**config.mk**
```make
export PLATFORM = sky130hd
export DESIGN_NAME = prefix_adder_16
export DESIGN_NICKNAME = d
export VERILOG_FILES = /design/src/rtl/prefix_adder_16.sv
export SDC_FILE = /design/constraint.sdc
export NUM_CORES = 1
export LEC_CHECK = 0
export BUFFER_PORTS_ARGS = -buffer_cell sky130_fd_sc_hd__buf_2
export CAP_MARGIN = 40
export CORE_MARGIN = 10
export CORE_UTILIZATION = 50
export CTS_BUF_LIST = sky130_fd_sc_hd__clkbuf_16
export DETAILED_ROUTE_END_ITERATION = 8
export PLACE_DENSITY = 0.95
export SLEW_MARGIN = 20
export SYNTH_ARGS = -nofsm -noshare
export SYNTH_HDL_FRONTEND = slang
export SYNTH_SLANG_ARGS = --single-unit
```
**constraint.sdc**
```tcl
create_clock -name clk -period 0.8 [get_ports clk]
set_input_delay 0.12 -clock clk [delete_from_list [all_inputs] [get_ports clk]]
set_output_delay 0.12 -clock clk [all_outputs]
set_load 0.03 [all_outputs]
```
**src/rtl/prefix_adder_16.sv**
```systemverilog
// Sklansky parallel-prefix adder with a registered {Cout,S} stage.
// Carry-in enters the tree as prefix position 0, so bit i of A/B sits at position i+1.
module prefix_adder_16 #(
  parameter int unsigned WIDTH = 16
) (
  input  logic             clk,
  input  logic             reset,
  input  logic [WIDTH-1:0] A,
  input  logic [WIDTH-1:0] B,
  input  logic             Cin,
  output logic [WIDTH-1:0] S,
  output logic             Cout
);

  localparam int unsigned LEVELS = $clog2(WIDTH) + 1;

  logic [WIDTH-1:0] w_g;
  logic [WIDTH-1:0] w_p;
  logic [WIDTH:0]   w_g_base;
  logic [WIDTH:0]   w_p_base;
  logic [WIDTH:0]   w_g_final;
  logic [WIDTH-1:0] w_sum;
  logic             w_cout;
  logic             w_unused_p;

  logic [WIDTH-1:0] r_s;
  logic             r_cout;

  assign w_g      = A & B;
  assign w_p      = A ^ B;
  assign w_g_base = {w_g, Cin};
  assign w_p_base = {w_p, 1'b0};

  genvar k, j;
  for (k = 0; k < LEVELS; k++) begin : g_lvl
    logic [WIDTH:0] w_gi;
    logic [WIDTH:0] w_pi;
    logic [WIDTH:0] w_go;
    logic [WIDTH:0] w_po;

    if (k == 0) begin : g_src
      assign w_gi = w_g_base;
      assign w_pi = w_p_base;
    end else begin : g_src
      assign w_gi = g_lvl[k-1].w_go;
      assign w_pi = g_lvl[k-1].w_po;
    end

    for (j = 0; j <= WIDTH; j++) begin : g_node
      if (((j >> k) & 1) == 1) begin : g_op
        // Upper half of a 2^(k+1) block takes the top of the lower half.
        localparam int unsigned Lo = ((j >> k) << k) - 1;
        assign w_go[j] = w_gi[j] | (w_pi[j] & w_gi[Lo]);
        assign w_po[j] = w_pi[j] & w_pi[Lo];
      end else begin : g_pass
        assign w_go[j] = w_gi[j];
        assign w_po[j] = w_pi[j];
      end
    end
  end

  assign w_g_final  = g_lvl[LEVELS-1].w_go;
  assign w_unused_p = ^g_lvl[LEVELS-1].w_po;

  // w_g_final[i] is the group generate of bit i-1 down to the carry-in.
  assign w_sum  = w_p ^ w_g_final[WIDTH-1:0];
  assign w_cout = w_g_final[WIDTH];

  always_ff @(posedge clk or posedge reset) begin
    if (reset) begin
      r_s    <= '0;
      r_cout <= 1'b0;
    end else begin
      r_s    <= w_sum;
      r_cout <= w_cout;
    end
  end

  assign S    = r_s;
  assign Cout = r_cout;

endmodule

```
==> results of run 1 <==
## synthesized netlist by cell type, types with 2 or more instances
| master | instances |
|---|---|
| xnor2_1 | 2 |
| inv_1 | 12 |
| nor3_1 | 3 |
| nand2_1 | 5 |
| xor2_1 | 7 |
| fa_1 | 5 |
| a21o_1 | 6 |
| a21oi_1 | 7 |
| dfrtp_1 | 17 |
| a211oi_1 | 2 |
| nand2b_1 | 5 |
| nor3b_1 | 2 |
| ha_1 | 14 |
| nor2b_1 | 2 |
## timing repair
item / in CTS
buffers inserted: 6
pin swaps: 12
hold buffers: 1
hold endpoints to repair: 17
setup endpoints to repair: 33
gates resized for setup: 61
## kinds of logic after synthesis
group	count (synthesis)	synth area share (%)
compound gates	24	16.5
flops	17	37.2
fa+ha+maj	19	24.0
mux	1	0.874
xor+xnor	9	6.89
simple gates	22	10.6
buf+inv	12	3.93
## per-stage QoR
step                TNS [ps]  cell area (um2)  hold slack, ps  util (%)
floorplan             -10030             1210            46.1         -
CTS                   -12320             2070             230      94.7
detailed placement    -15750             1680             146      76.9
global placement      -14520             1680             128      76.9
==> impl_metrics.ini, run 1 <==
[placement]
placed_cells = 207
io_buffers = 51
pre_cts_slack_ps = -1440
place_congestion = 0.803
dpl.hpwl_um = 2990

[yosys]
ys_types = 29
synth_fp_nets = 158
synth_area_leaders = dfrtp_1 (37%), ha_1 (15%), fa_1 (8.7%)
seq_area_frac_synth_pct = 37.2
ys_warn_count = 0
syn_area_per_cell_um2 = 11.0
synth-edff-count = 0
yosysTopAreaCell = dfrtp_1
synthFlopType = dfrtp_1
ys_ff_latch = 17
yosys.area.top_type_share_pct = 37.2
postSynthCellCount = 104
syn_area_mm2 = 0.00114
async_reset_ff_share_pct = 100

[clocking]
clock_sinks = 17
cts_htree_levels = 1
cts-root-buf = clkbuf_16
clk_path_buf_depth = 2
cts_buffers = 3

[floorplanning]
chipHeight_um = 67.9
rows = 17
initial_core_util_pct = 52.3
ioPinCount = 52
die_width_um = 67.9

[sta]
crit_endpoint = S[15]$_DFF_PP0_/D
worst-ep-kind = sequential cell input

[grt]
grt_max_degree = 18
grt_antenna_before_repair = 0

[status]
status = did not finish
error = [ERROR DPL-0033] detailed placement checks failed during check placement.
stop_stage = global routing
==> run 2, diff against run 1 <==
CORE_AREA = 10 10 71 73   (was default)
CORE_MARGIN = default   (was 10)
CORE_UTILIZATION = default   (was 50)
CTS_BUF_LIST = default   (was sky130_fd_sc_hd__clkbuf_16)
DIE_AREA = 0 0 81 83   (was default)
PLACE_DENSITY = default   (was 0.95)
PLACE_DENSITY_LB_ADDON = 0.15   (was default)
==> impl_metrics.ini, run 2 <==
[status]
status = complete, but fails checks
violations = negative setup slack

[finish]
area_delta_synth_final_pct = 97.8
layout.cells.non_filler = 247
regArea_um2 = 425
nFillCells = 315
diodes = 0
drive_gt1_share_pct = 63.8
fin_util_pct = 62.3
layout_commonest_cell = buf_6
multi_input_area_um2 = 883
final_cell_mix = buf_6 (38), buf_4 (29), buf_2 (21), dfrtp_1 (17), inv_1 (9)
layout.nets = 254
largest_reg_flops = 16

[sta]
finalWorstPathRequiredPeriod_ps = 1800
fin_crit_sh_pct = 225
relSlewSlack_pct = 77.2
fin_tns_setup_ps = -11810
hold_viol_final = 0
drv_slew = 0
setup_ws_ps = -1000
setup_viol = 33
worst_pin_slew_ps = 341
fmax_mhz = 555
grt_setup_unrepaired = true

[grt]
grt_use_total_pct = 10.4
grt_max_degree = 10
grt.overflow.total = 0
grt_pass1_wl_um = 5660
grt_pass1_vias = 1268
grt_antenna_before_repair = 0

[routing]
antenna_left = 0
vias = 1103
via_per_inst = 4.47
drt_first_pass_iters = 3
wl_per_cell_um = 14.0
wirelength_um = 3450
first_iter_violations = 46
drc = 0

[placement]
io_buffers = 51
place_congestion = 0.816
placed_cells = 232
dpl.hpwl_um = 2720

[yosys]
yosys.area.top_type_share_pct = 37.2
ys_ff_latch = 17
postSynthCellCount = 104
synth_area_leaders = dfrtp_1 (37%), ha_1 (15%), fa_1 (8.7%)
netlist_top_cells_count = dfrtp_1 (17), ha_1 (14), inv_1 (12), a21oi_1 (7), xor2_1 (7)
synth-edff-count = 0
ys_types = 29
syn_area_per_cell_um2 = 11.0
yosysMostFrequentCell = dfrtp_1
yosysTopAreaCell = dfrtp_1
seq_area_frac_synth_pct = 37.2
syn_area_mm2 = 0.00114
synth_fp_nets = 158
synthFlopType = dfrtp_1
async_reset_ff_share_pct = 100
ys_warn_count = 0

[power_and_ir_drop]
power.switching_mw = 1.35
cellPowerDensity_mw_per_mm2 = 1650
combPwrFrac_pct = 52.2
pwr-share-seq_pct = 30.1
leakagePower_nw = 1.11
clkPwrFrac_pct = 17.8
internal_power_mw = 2.39
peakVddDrop_mv = 0.815
swShare_pct = 36.1

[clocking]
clk_path_buf_depth = 2
clock_sinks = 17
cts_buffers = 3
tritoncts = done
cts_htree_levels = 1
clk_pin_slew_ps = 70
cts-root-buf = clkbuf_8

[worst_setup_path]
cp.arrival_ps = 1950
path_max_fanout = 2
critical_path_class = in -> reg
cp_data_required_time_ps = 950
critPathLaunchType = input pin
cp-end-kind = register

[worst_hold_path]
worstHoldStart = B[10]
hp-class = in -> reg
min_path_cells = 3
hold_end = S[10]$_DFF_PP0_

[floorplanning]
ioPinCount = 52
chipHeight_um = 83
design.core.area_mm2 = 0.00363
initial_core_util_pct = 31.5
rows = 22
die-area_mm2 = 0.00672
die_width_um = 81

[run]
maxCapViolations = 0
## run 2: cell counts after synthesis
No cell type changed its count.
## run 2: worst max-delay path, cell delays in order
cell	delay (ps)
buf_8	70
inv_4	30
fa_2	370
nand2b_4	170
a211oi_4	270
nor2_2	80
o311ai_4	240
a21oi_2	90
fa_1	480
inv_1	40
## run 2: cell type report
class | count | area share [%]
Sequential cell | 17 | 18.8
Timing Repair Buffer | 91 | 34.9
Multi-Input combinational cell | 75 | 39.0
Tap cell | 48 | 2.65
Clock buffer | 4 | 1.99
Inverter | 12 | 2.65
## run 2: layer usage
| metal | part of all wire, % | global-route usage [%] | vias to the layer above |
|---|---|---|---|
| met4 | 0.46 | 2.35 | 0 |
| met5 | 0 | 0 | - |
| met3 | 7.1 | 2.91 | 2 |
| met1 | 39 | 11.4 | 514 |
| met2 | 53 | 18.8 | 33 |
| li1 | - | - | 554 |
## run 2: worst max-delay path by stage
stage | start | endpoint | slack [ps]
CTS | Cin | S[15]$_DFF_PP0_ | -1020
floorplan | A[0] | S[15]$_DFF_PP0_ | -1190
global placement | A[0] | S[15]$_DFF_PP0_ | -1360
finish | Cin | S[15]$_DFF_PP0_ | -1000
global route | Cin | S[15]$_DFF_PP0_ | -1060
detailed placement | A[0] | S[15]$_DFF_PP0_ | -1410
## run 2: cell families after synthesis
group,count (synthesis),share of synthesized area (%)
AO/OA/AOI/OAI,24,16.5
XOR/XNOR,9,6.89
adder cells (fa/ha/maj),19,24.0
buffers and inverters,12,3.93
flip-flops,17,37.2
multiplexers,1,0.874
AND/OR/NAND/NOR,22,10.6
## run 2: what timing repair did
item,4_1_cts,5_1_grt
hold endpoints to repair,17,0
pin swaps,25,10
setup endpoints to repair,33,33
cloned,0,0
gates resized for setup,76,14
setup buffers,14,4
hold buffers,1,0
## run 2: stage by stage
stage / cell area [um2] / worst slack, ps / power (mW) / hold WS, ps
2_1_floorplan: 1210 / -1190 / 1.96 / 46.1
3_3_place_gp: 1750 / -1360 / 2.52 / 111
3_5_place_dp: 1750 / -1410 / 2.55 / 118
4_1_cts: 2220 / -1020 / 3.72 / 223
5_1_grt: 2260 / -1060 / 3.96 / 251
6_report: 2260 / -1000 / 3.74 / 238
## run 2: power groups by stage
stage          clock network [mW]  registers, mW  logic [mW]
2_1_floorplan                   0           1.47       0.493
3_3_place_gp                    0           1.09        1.43
3_5_place_dp                    0           1.09        1.45
4_1_cts                     0.676           1.13        1.92
5_1_grt                     0.728           1.14        2.10
6_report                    0.664           1.12        1.95
Power figures use the tool's default switching activity.
